[config.mk]
export PLATFORM = sky130hd
export DESIGN_NAME = uart_tx_arbiter
export DESIGN_NICKNAME = d
export VERILOG_FILES = /design/src/rtl/uart_tx_arbiter_pkg.sv /design/src/rtl/uart_tx_slot.sv /design/src/rtl/uart_tx_arbiter.sv
export SDC_FILE = /design/constraint.sdc
export NUM_CORES = 1
export LEC_CHECK = 0
export ABC_AREA = 1
export CAP_MARGIN = 20
export CORE_MARGIN = 2
export CORE_UTILIZATION = 39
export CTS_CLUSTER_DIAMETER = 120
export CTS_CLUSTER_SIZE = 12
export DETAILED_ROUTE_END_ITERATION = 6
export DONT_BUFFER_PORTS = 1
export SYNTH_ARGS = -nofsm -noshare
export SYNTH_HDL_FRONTEND = slang
export SYNTH_SLANG_ARGS = --single-unit
[constraint.sdc]
create_clock -name i_CLK -period 4.75 [get_ports i_CLK]
set_input_delay 0.95 -clock i_CLK [delete_from_list [all_inputs] [get_ports i_CLK]]
set_output_delay 0.95 -clock i_CLK [all_outputs]
set_load 0.1 [all_outputs]
[src/rtl/uart_tx_arbiter_pkg.sv]
// Shared UART transmit definitions: frame headers, controller handshake codes,
// arbiter FSM encodings and small helpers used by the arbiter and its slots.
package uart_tx_arbiter_pkg;

   localparam int unsigned FRAME_W = 40;

   localparam logic [7:0]  HDR_ADS_DATA_DEF   = 8'hAA;
   localparam logic [7:0]  HDR_MPR_DATA_DEF   = 8'hBB;
   localparam logic [7:0]  HDR_ADS_REG_DEF    = 8'h61;
   localparam logic [7:0]  HDR_MPR_REG_DEF    = 8'h6D;
   localparam logic [15:0] TIMEOUT_CYCLES_DEF = 16'd65535;

   // Level of the controller's READY line when it is idle and able to take a frame.
   localparam logic UART_CTRL_IDLE = 1'b1;

   typedef enum logic [1:0] {
      ST_IDLE      = 2'd0,
      ST_ISSUE     = 2'd1,
      ST_WAIT_BUSY = 2'd2,
      ST_WAIT_DONE = 2'd3
   } tx_state_e;

   typedef enum logic {
      SRC_ADS = 1'b0,
      SRC_MPR = 1'b1
   } tx_src_e;

   function automatic logic hdr_known(
      input logic [7:0] hdr,
      input logic [7:0] hdr_a,
      input logic [7:0] hdr_b,
      input logic [7:0] hdr_c,
      input logic [7:0] hdr_d
   );
      hdr_known = (hdr == hdr_a) || (hdr == hdr_b) || (hdr == hdr_c) || (hdr == hdr_d);
   endfunction

   function automatic logic [7:0] sat_add_drop(
      input logic [7:0] cnt,
      input logic [1:0] inc
   );
      logic [8:0] sum;
      sum = {1'b0, cnt} + {7'd0, inc};
      if (sum[8]) begin
         sat_add_drop = 8'hFF;
      end else begin
         sat_add_drop = sum[7:0];
      end
   endfunction

endpackage

[src/rtl/uart_tx_slot.sv]
// One-entry holding register for a frame source; frames with an unknown header
// are discarded at capture and reported through a single-cycle drop pulse.
module uart_tx_slot
   import uart_tx_arbiter_pkg::*;
#(
   parameter logic [7:0] HDR_A = HDR_ADS_DATA_DEF,
   parameter logic [7:0] HDR_B = HDR_MPR_DATA_DEF,
   parameter logic [7:0] HDR_C = HDR_ADS_REG_DEF,
   parameter logic [7:0] HDR_D = HDR_MPR_REG_DEF
) (
   input  logic               clk_i,
   input  logic               rst_i,
   input  logic [FRAME_W-1:0] data_i,
   input  logic               valid_i,
   output logic               ready_o,
   input  logic               free_i,
   output logic               full_o,
   output logic [FRAME_W-1:0] data_o,
   output logic               drop_o
);

   logic               full_q;
   logic               full_d;
   logic [FRAME_W-1:0] data_q;
   logic [FRAME_W-1:0] data_d;
   logic               capture_s;
   logic               hdr_ok_s;

   // Capture/discard on handshake, release when the arbiter frees the entry.
   always_comb begin
      hdr_ok_s  = hdr_known(data_i[FRAME_W-1:FRAME_W-8], HDR_A, HDR_B, HDR_C, HDR_D);
      capture_s = valid_i & ~full_q;
      full_d    = full_q;
      data_d    = data_q;
      if (capture_s && hdr_ok_s) begin
         full_d = 1'b1;
         data_d = data_i;
      end else if (free_i) begin
         full_d = 1'b0;
         data_d = 40'd0;
      end else begin
         full_d = full_q;
         data_d = data_q;
      end
   end

   // Holding register state.
   always_ff @(posedge clk_i or posedge rst_i) begin
      if (rst_i) begin
         full_q <= 1'b0;
         data_q <= 40'd0;
      end else begin
         full_q <= full_d;
         data_q <= data_d;
      end
   end

   assign ready_o = ~full_q;
   assign full_o  = full_q;
   assign data_o  = data_q;
   assign drop_o  = capture_s & ~hdr_ok_s;

endmodule

[src/rtl/uart_tx_arbiter.sv]
// Arbitrates ADS and MPR frames onto a single UART controller transmit port,
// with round-robin on contention, header filtering and a wait-state watchdog.
module uart_tx_arbiter
   import uart_tx_arbiter_pkg::*;
#(
   parameter logic [7:0]  HDR_ADS_DATA   = HDR_ADS_DATA_DEF,
   parameter logic [7:0]  HDR_MPR_DATA   = HDR_MPR_DATA_DEF,
   parameter logic [7:0]  HDR_ADS_REG    = HDR_ADS_REG_DEF,
   parameter logic [7:0]  HDR_MPR_REG    = HDR_MPR_REG_DEF,
   parameter logic [15:0] TIMEOUT_CYCLES = TIMEOUT_CYCLES_DEF
) (
   input  logic               i_CLK,
   input  logic               i_RST,
   input  logic [FRAME_W-1:0] i_ADS_DATA_TX,
   input  logic               i_ADS_DATA_TX_VALID,
   output logic               o_ADS_DATA_TX_READY,
   input  logic [FRAME_W-1:0] i_MPR_DATA_TX,
   input  logic               i_MPR_DATA_TX_VALID,
   output logic               o_MPR_DATA_TX_READY,
   output logic [FRAME_W-1:0] o_UART_DATA_TX,
   output logic               o_UART_DATA_TX_VALID,
   input  logic               i_UART_DATA_TX_READY,
   output logic [7:0]         o_DROP_CNT,
   output logic               o_TIMEOUT
);

   tx_state_e          state_q;
   tx_state_e          state_d;
   tx_src_e            grant_q;
   tx_src_e            grant_d;
   tx_src_e            pref_q;
   tx_src_e            pref_d;
   tx_src_e            pick_s;
   logic [15:0]        cnt_q;
   logic [15:0]        cnt_d;
   logic [FRAME_W-1:0] tx_data_q;
   logic [FRAME_W-1:0] tx_data_d;
   logic               tx_valid_q;
   logic               tx_valid_d;
   logic               timeout_q;
   logic               timeout_d;
   logic [7:0]         drop_cnt_q;
   logic [7:0]         drop_cnt_d;

   logic               ads_full_s;
   logic               mpr_full_s;
   logic [FRAME_W-1:0] ads_data_s;
   logic [FRAME_W-1:0] mpr_data_s;
   logic               ads_drop_s;
   logic               mpr_drop_s;
   logic               ads_free_s;
   logic               mpr_free_s;
   logic               release_s;
   logic               both_full_s;
   logic               ctrl_idle_s;
   logic               cnt_expired_s;

   uart_tx_slot #(
      .HDR_A(HDR_ADS_DATA), .HDR_B(HDR_MPR_DATA), .HDR_C(HDR_ADS_REG), .HDR_D(HDR_MPR_REG)
   ) u_ads_slot (
      .clk_i   (i_CLK),
      .rst_i   (i_RST),
      .data_i  (i_ADS_DATA_TX),
      .valid_i (i_ADS_DATA_TX_VALID),
      .ready_o (o_ADS_DATA_TX_READY),
      .free_i  (ads_free_s),
      .full_o  (ads_full_s),
      .data_o  (ads_data_s),
      .drop_o  (ads_drop_s)
   );

   uart_tx_slot #(
      .HDR_A(HDR_ADS_DATA), .HDR_B(HDR_MPR_DATA), .HDR_C(HDR_ADS_REG), .HDR_D(HDR_MPR_REG)
   ) u_mpr_slot (
      .clk_i   (i_CLK),
      .rst_i   (i_RST),
      .data_i  (i_MPR_DATA_TX),
      .valid_i (i_MPR_DATA_TX_VALID),
      .ready_o (o_MPR_DATA_TX_READY),
      .free_i  (mpr_free_s),
      .full_o  (mpr_full_s),
      .data_o  (mpr_data_s),
      .drop_o  (mpr_drop_s)
   );

   // Grant selection; the preference pointer only moves on contended grants.
   always_comb begin
      both_full_s   = ads_full_s & mpr_full_s;
      ctrl_idle_s   = (i_UART_DATA_TX_READY == UART_CTRL_IDLE);
      cnt_expired_s = (cnt_q >= (TIMEOUT_CYCLES - 16'd1));
      if (both_full_s) begin
         pick_s = pref_q;
      end else if (ads_full_s) begin
         pick_s = SRC_ADS;
      end else begin
         pick_s = SRC_MPR;
      end
   end

   // FSM state register.
   always_ff @(posedge i_CLK or posedge i_RST) begin
      if (i_RST) begin
         state_q <= ST_IDLE;
      end else begin
         state_q <= state_d;
      end
   end

   // FSM next-state logic.
   always_comb begin
      state_d = state_q;
      case (state_q)
         ST_IDLE: begin
            if ((ads_full_s || mpr_full_s) && ctrl_idle_s) begin
               state_d = ST_ISSUE;
            end else begin
               state_d = ST_IDLE;
            end
         end
         ST_ISSUE: begin
            if (!ctrl_idle_s) begin
               state_d = ST_WAIT_BUSY;
            end else if (cnt_expired_s) begin
               state_d = ST_IDLE;
            end else begin
               state_d = ST_ISSUE;
            end
         end
         ST_WAIT_BUSY: begin
            state_d = ST_WAIT_DONE;
         end
         ST_WAIT_DONE: begin
            if (ctrl_idle_s || cnt_expired_s) begin
               state_d = ST_IDLE;
            end else begin
               state_d = ST_WAIT_DONE;
            end
         end
         default: begin
            state_d = ST_IDLE;
         end
      endcase
   end

   // FSM outputs: transmit register, grant bookkeeping, watchdog and drop count.
   always_comb begin
      tx_valid_d = tx_valid_q;
      tx_data_d  = tx_data_q;
      grant_d    = grant_q;
      pref_d     = pref_q;
      timeout_d  = timeout_q;
      release_s  = 1'b0;
      case (state_q)
         ST_IDLE: begin
            if (state_d == ST_ISSUE) begin
               grant_d    = pick_s;
               tx_valid_d = 1'b1;
               tx_data_d  = (pick_s == SRC_ADS) ? ads_data_s : mpr_data_s;
               if (both_full_s) begin
                  pref_d = (pick_s == SRC_ADS) ? SRC_MPR : SRC_ADS;
               end else begin
                  pref_d = pref_q;
               end
            end else begin
               tx_valid_d = 1'b0;
               tx_data_d  = 40'd0;
            end
         end
         ST_ISSUE: begin
            if (state_d != ST_ISSUE) begin
               release_s  = 1'b1;
               tx_valid_d = 1'b0;
               tx_data_d  = 40'd0;
               timeout_d  = timeout_q | (ctrl_idle_s & cnt_expired_s);
            end else begin
               tx_valid_d = 1'b1;
               tx_data_d  = tx_data_q;
            end
         end
         ST_WAIT_BUSY: begin
            tx_valid_d = 1'b0;
            tx_data_d  = 40'd0;
         end
         ST_WAIT_DONE: begin
            if (!ctrl_idle_s && cnt_expired_s) begin
               timeout_d = 1'b1;
            end else begin
               timeout_d = timeout_q;
            end
         end
         default: begin
            tx_valid_d = 1'b0;
            tx_data_d  = 40'd0;
         end
      endcase
      if (state_d != state_q) begin
         cnt_d = 16'd0;
      end else if (cnt_q == 16'hFFFF) begin
         cnt_d = cnt_q;
      end else begin
         cnt_d = cnt_q + 16'd1;
      end
      drop_cnt_d = sat_add_drop(drop_cnt_q, {1'b0, ads_drop_s} + {1'b0, mpr_drop_s});
   end

   // Registered outputs and arbitration bookkeeping.
   always_ff @(posedge i_CLK or posedge i_RST) begin
      if (i_RST) begin
         tx_valid_q <= 1'b0;
         tx_data_q  <= 40'd0;
         grant_q    <= SRC_ADS;
         pref_q     <= SRC_ADS;
         cnt_q      <= 16'd0;
         timeout_q  <= 1'b0;
         drop_cnt_q <= 8'd0;
      end else begin
         tx_valid_q <= tx_valid_d;
         tx_data_q  <= tx_data_d;
         grant_q    <= grant_d;
         pref_q     <= pref_d;
         cnt_q      <= cnt_d;
         timeout_q  <= timeout_d;
         drop_cnt_q <= drop_cnt_d;
      end
   end

   assign ads_free_s           = release_s & (grant_q == SRC_ADS);
   assign mpr_free_s           = release_s & (grant_q == SRC_MPR);
   assign o_UART_DATA_TX       = tx_data_q;
   assign o_UART_DATA_TX_VALID = tx_valid_q;
   assign o_DROP_CNT           = drop_cnt_q;
   assign o_TIMEOUT            = timeout_q;

endmodule
==> run_results.csv, run 1 <==
group,metric,value,unit
yosys,avgSynthCellArea,8.42,sq um
clock_network,cts_resized,0,
floorplanning,core_area,18000,sq um
clock_network,cts_tree,"yes",
floorplanning,rows,49,
finish,multiInputGateArea,3020,sq um
yosys,synthesis.area,7150,sq um
sta,worst_pin_slew,1.03,ns
critical_path,cp_max_fo,5,
run_status,status,"complete, no violations",
clock_network,hold_buffers,0,
yosys,yosysTopAreaCell,"dfrtp_1",
sta,fmax,346,MHz
grt,grt_overflow,0,
placement,dpl.hpwl,11.3,mm
finish,area_growth,11.5,%
grt,grt_max_degree,153,
yosys,yosysSeqAreaShare,0.532,
sta,rsz0062_at_grt,"no",
routing,dr.pass1.iters,4,
critical_path,path_depth,11,
yosys,synth_nets,942,
yosys,ys_seq_elements,152,
clock_network,cts_sinks,152,
routing,vias,5333,
routing,drc,0,
critical_path,cpPeakStageDelay,0.72,ns
sta,setup-violations-final,0,
yosys,synth_warnings,0,
critical_path,worstSetupStartpointType,"register",
clock_network,clk_pin_slew,0.07,ns
critical_path,ff2ff_path_depth,11,
job,max-cap-violations,0,
sta,period_share,0.608,
critical_path,crit_end,"o_DROP_CNT[2]",
floorplanning,floorplan.initialDensity,0.398,
floorplanning,die_y,139,um
critical_path,cp-startpoint,"u_ads_slot.full_o",
routing,totalWireLength,17.7,mm
critical_path,cp.buffers_inverters,3,
floorplanning,die_area,19400,sq um
critical_path,r2r-end,"o_DROP_CNT[2]",
critical_path,reg2reg_slack,1.86,ns
power_and_ir_drop,p_leak,4.25,nW
placement,placement.io_buffers,0,
routing,wl_per_cell,16.4,um
clock_network,cts_buffer_depth,2,
routing,ant_nets,0,
clock_network,post_cts_buffers,0,
sta,finClkSkew,0.0160,ns
critical_path,crit_chain,"inv_1 -> o211ai_1 -> fa_1 -> inv_1 -> ha_1 -> nand2_1 -> nor2_1 -> inv_1 -> nor2_1 -> nand2_1 -> o21ai_0",
sta,drv_slew,0,
sta,slew-limit-headroom,0.316,
clock_network,cts_inserted_buffers,17,
clock_network,htreeDepth,4,
finish,nets,929,
yosys,yosysTopAreaCellShare,0.532,
critical_path,critical_path_class,"reg -> reg",
grt,antenna_found_initial,0,
critical_path,reg2reg_from,"u_ads_slot.full_o",
critical_path,worstPathArrival,3.23,ns
critical_path,critPathRequiredTime,5.09,ns
routing,viasPerCell,4.95,
critical_path,endpoint_kind,"register",
yosys,synth_cell_types,38,
routing,drtIter0Drc,308,
power_and_ir_drop,vdd_drop_max,0.000482,V
clock_network,clk_latency,0.42,ns
sta,period_needed,2.89,ns
sta,hold-worst-slack,0.491,ns
yosys,ys_top_cells_by_area,"dfrtp_1 (53%), nand2_1 (17%), nand3_1 (6.5%)",
placement,gp_congestion,0.783,
yosys,netlist_instances,849,
floorplanning,die_w,139,um
finish,fillerInstances,1793,
critical_path,crit_family,"buffers and inverters",
finish,drive_gt1_frac,0.0872,
clock_network,cts_root_buf,"clkbuf_16",
critical_path,cpMostUsedCell,"inv_1",
floorplanning,ios,137,
critical_path,critical-path-slowest-cell,"inv_1",
sta,setup_tns,0,ns
power_and_ir_drop,power.density,646,nW/um^2
min_path,hold_class,"reg -> reg",
grt,grt_use_total,0.187,
finish,diodes,0,
sta,hold_violations,0,
finish,regArea,3800,sq um
grt,grt_pass1_vias,5323,
grt,grt_first_pass_wirelength,28.7,mm
## cell usage after synthesis (all sizes together)
library cell and count:
or2 3, o21bai 3, dfrtp 152, nand2 327, a211o 1, a21o 1, fa 1, xnor2 3
a41oi 1, nor2 90, buf 23, o21ai 12, inv 42, nand3b 1, nand3 94, nor3 5
a21oi 7, xor2 9, clkbuf 18, mux2i 40, a31oi 2, o211ai 1, ha 7, nand4 5
nor4b 1
## state kept, by name, indices dropped and copies added (netlist names)
name                  flops
u_mpr_slot.full_o         1
state_q                   2
o_TIMEOUT                 1
o_UART_DATA_TX           40
o_UART_DATA_TX_VALID      1
u_mpr_slot.data_o        40
u_ads_slot.full_o         1
cnt_q                    16
pref_q                    1
grant_q                   1
o_DROP_CNT                8
u_ads_slot.data_o        40
## metrics by stage
stage | utilization | setup WS, ns | instances | power [mW] | instance area, sq um
2_1_floorplan | - | 1.82 | 849 | 3.39 | 7150
3_3_place_gp | 0.409 | 1.69 | 1045 | 3.76 | 7350
3_5_place_dp | 0.409 | 1.64 | 1045 | 3.78 | 7350
4_1_cts | 0.443 | 1.83 | 1077 | 5.19 | 7950
5_1_grt | 0.444 | 1.60 | 1078 | 5.46 | 7970
6_report | 0.444 | 1.86 | 1078 | 5.15 | 7970
## logic make-up (layout without fill, tap and decap cells)
family                     Yosys count  in the layout  synth area share
buffers and inverters               83             83            0.0495
DFF                                152            152             0.532
and+or+nand+nor                    526            526             0.308
muxes                               40             40            0.0560
xor gates and xnor gates            12             12            0.0157
AOI/OAI and AO/OA                   28             28            0.0233
adders and majority gates            8              8            0.0150
## worst register-to-register path, stage by stage (launching register included)
cell and delay [ns]:
dfrtp_1 0.43, inv_1 0.73, o211ai_1 0.26, fa_1 0.44, inv_1 0.08, ha_1 0.16, nand2_1 0.09, nor2_1 0.14
inv_1 0.07, nor2_1 0.16, nand2_1 0.15, o21ai_0 0.12
## metal layers
| layer | GRT usage | wire [um] | vias to the layer above |
|---|---|---|---|
| met2 | 0.302 | 8540 | 128 |
| li1 | - | - | 2663 |
| met1 | 0.247 | 7840 | 2527 |
| met5 | 0 | 0 | - |
| met3 | 0.0578 | 1100 | 15 |
| met4 | 0.0447 | 201 | 0 |
## layout make-up
| cell class | instances | share of cell area |
|---|---|---|
| Timing Repair Buffer | 9 | 0.0116 |
| Inverter | 42 | 0.0203 |
| Multi-Input combinational cell | 614 | 0.379 |
| Clock inverter | 15 | 0.0223 |
| Sequential cell | 152 | 0.477 |
| Tap cell | 229 | 0.0359 |
| Clock buffer | 17 | 0.0534 |
## cell usage in the layout (no fill, tap or decap), types with 7 or more instances in the layout
cell type and instances:
nand2_1 320, ha_1 7, nand3_1 90, nor2_2 11, nor2_1 75, buf_4 7, o21ai_0 10, inv_1 40
a21oi_1 7, mux2i_1 40, clkbuf_16 17, dfrtp_1 152, nand2_2 7, xor2_1 8
## worst min-delay path by stage
stage,start,end,cells after the start
6_report,u_ads_slot.data_o[37],u_ads_slot.data_o[37],2
5_1_grt,u_ads_slot.data_o[37],u_ads_slot.data_o[37],2
4_1_cts,u_ads_slot.data_o[37],u_ads_slot.data_o[37],2
3_5_place_dp,u_ads_slot.data_o[37],u_ads_slot.data_o[37],2
3_3_place_gp,u_ads_slot.data_o[37],u_ads_slot.data_o[37],2
2_1_floorplan,u_ads_slot.data_o[37],u_ads_slot.data_o[37],2
## where the power goes
group          switching [mW]  internal (mW)
sequential              0.793           1.60
clock                   0.602          0.797
combinational           0.932          0.428
(Power assumes the default switching activity.)
==> inputs of run 2 (changes only) <==
==> constraint.sdc (replaced) <==
create_clock -name i_CLK -period 2.9 [get_ports i_CLK]
set_input_delay 0.58 -clock i_CLK [delete_from_list [all_inputs] [get_ports i_CLK]]
set_output_delay 0.58 -clock i_CLK [all_outputs]
set_load 0.1 [all_outputs]
==> run_results.csv, run 2 (synthesis gave the netlist of run 1 again) <==
group,metric,value,unit
critical_path,crit_family,"simple AND/OR/NAND/NOR gates",
critical_path,critical-path-slowest-cell,"nor2_4",
power_and_ir_drop,power_frac_comb,0.304,
floorplanning,core_area,18000,sq um
clock_network,cts_inserted_buffers,17,
finish,mostFrequentLayoutCells,"nand2_1 (320), dfrtp_1 (152), nand3_1 (90)",
grt,grt_max_degree,43,
sta,rsz0062_at_grt,"no",
critical_path,worstPathArrival,2.94,ns
clock_network,cts_root_buf,"clkbuf_16",
routing,totalWireLength,17.7,mm
floorplanning,die_w,139,um
grt,grt_pass1_vias,5573,
sta,drv_slew,0,
critical_path,crit_chain,"inv_1 -> ha_1 -> inv_1 -> or2_0 -> nand3_1 -> nand2_2 -> nand3_2 -> nor2_1 -> nor2_4 -> nand2_1 -> nand2_1",
grt,grt_use_total,0.190,
critical_path,critical_path_class,"reg -> reg",
placement,gp_congestion,0.742,
routing,vias,5412,
critical_path,worstSetupStartpointType,"register",
grt,grt_first_pass_wirelength,29.0,mm
sta,period_needed,2.58,ns
critical_path,reg2reg_from,"state_q[1]",
power_and_ir_drop,total_power,8.55,mW
finish,area_growth,14.1,%
critical_path,cpPeakStageDelay,0.77,ns
critical_path,endpoint_kind,"register",
critical_path,reg2reg_slack,0.32,ns
critical_path,critPathRequiredTime,3.26,ns
power_and_ir_drop,power.density,1050,nW/um^2
finish,layoutNonFillerInstCount,1091,
run_status,status,"complete, no violations",
floorplanning,die_y,139,um
sta,worst_pin_slew,1.01,ns
routing,wl_per_cell,16.2,um
finish,diodes,0,
job,max-cap-violations,0,
finish,drive_gt1_frac,0.101,
power_and_ir_drop,swShare,0.442,
power_and_ir_drop,p_leak,4.35,nW
power_and_ir_drop,p_int,4.78,mW
clock_network,clk_pin_slew,0.06,ns
floorplanning,floorplan.initialDensity,0.398,
sta,setup-violations-final,0,
routing,dr.pass1.iters,6,
clock_network,clk_latency,0.43,ns
grt,grt_overflow,0,
clock_network,cts_resized,0,
power_and_ir_drop,vdd_drop_max,0.000630,V
clock_network,cts_tree,"yes",
sta,setup_tns,0,ns
critical_path,cp.buffers_inverters,2,
routing,viasPerCell,4.96,
floorplanning,die_area,19400,sq um
clock_network,post_cts_buffers,0,
finish,final_common_cell,"nand2_1",
power_and_ir_drop,pwr-share-seq,0.419,
sta,hold_violations,0,
grt,antenna_found_initial,0,
finish,nets,942,
power_and_ir_drop,power_frac_clock,0.277,
sta,finClkSkew,0.0128,ns
routing,ant_nets,0,
min_path,hold_class,"in -> async",
clock_network,cts_sinks,152,
sta,fmax,387,MHz
routing,drc,0,
floorplanning,ios,137,
clock_network,cts_buffer_depth,2,
clock_network,htreeDepth,4,
routing,drtIter0Drc,291,
sta,slew-limit-headroom,0.322,
clock_network,hold_buffers,0,
critical_path,cp_max_fo,40,
placement,placed_cells,1059,
power_and_ir_drop,power.switching,3.78,mW
placement,dpl.hpwl,11.7,mm
sta,period_share,0.891,
critical_path,r2r-end,"o_UART_DATA_TX[14]",
placement,placement.io_buffers,0,
critical_path,ff2ff_path_depth,11,
floorplanning,rows,49,
run 2: metal layers:
metal,up-vias,track usage,share of wire
met2,88,0.311,0.47
met1,2617,0.244,0.46
li1,2692,-,-
met4,0,0.0500,0.012
met3,15,0.0606,0.056
met5,-,0,0
run 2: metrics by stage:
stage	cell area, sq um	setup slack, ns	hold WS [ns]	util
global placement	7530	0.295	0.453	0.419
global route	8160	0.0104	0.179	0.454
CTS	8160	0.321	0.150	0.454
finish	8160	0.316	0.135	0.454
detailed placement	7530	0.204	0.458	0.419
floorplan	7150	0.273	0.441	-
run 2: power by group through the flow:
stage          Combinational, mW  Sequential (mW)  Clock [mW]
2_1_floorplan               1.75             3.80           0
3_3_place_gp                2.61             3.61           0
3_5_place_dp                2.63             3.62           0
4_1_cts                     2.64             3.59        2.42
5_1_grt                     2.89             3.65        2.51
6_report                    2.60             3.58        2.37
run 2: worst max-delay path by stage:
stage | from | to | slack (ns) | cells past startpoint
2_1_floorplan | u_ads_slot.full_o | o_DROP_CNT[6] | 0.27 | 11
3_5_place_dp | i_ADS_DATA_TX[35] | o_DROP_CNT[2] | 0.20 | 13
3_3_place_gp | i_ADS_DATA_TX[35] | o_DROP_CNT[6] | 0.30 | 13
4_1_cts | state_q[1] | o_UART_DATA_TX[28] | 0.32 | 11
6_report | state_q[1] | o_UART_DATA_TX[14] | 0.32 | 11
5_1_grt | state_q[1] | o_UART_DATA_TX[28] | 0.01 | 11
run 2: worst reg2reg max path, delay by kind of cell (launching register included):
family / cells / cell delay, ns
simple gates: 8 / 1.62
flops: 1 / 0.42
fa+ha+maj: 1 / 0.26
buf+inv: 2 / 0.22
run 2: area by class of cell:
class	count	area (sq um)
Timing Repair Buffer	22	253
Sequential cell	152	3800
Multi-Input combinational cell	614	3020
Tap cell	229	287
Clock buffer	17	425
Inverter	42	161
Clock inverter	15	208
Fill cell	1778	9800
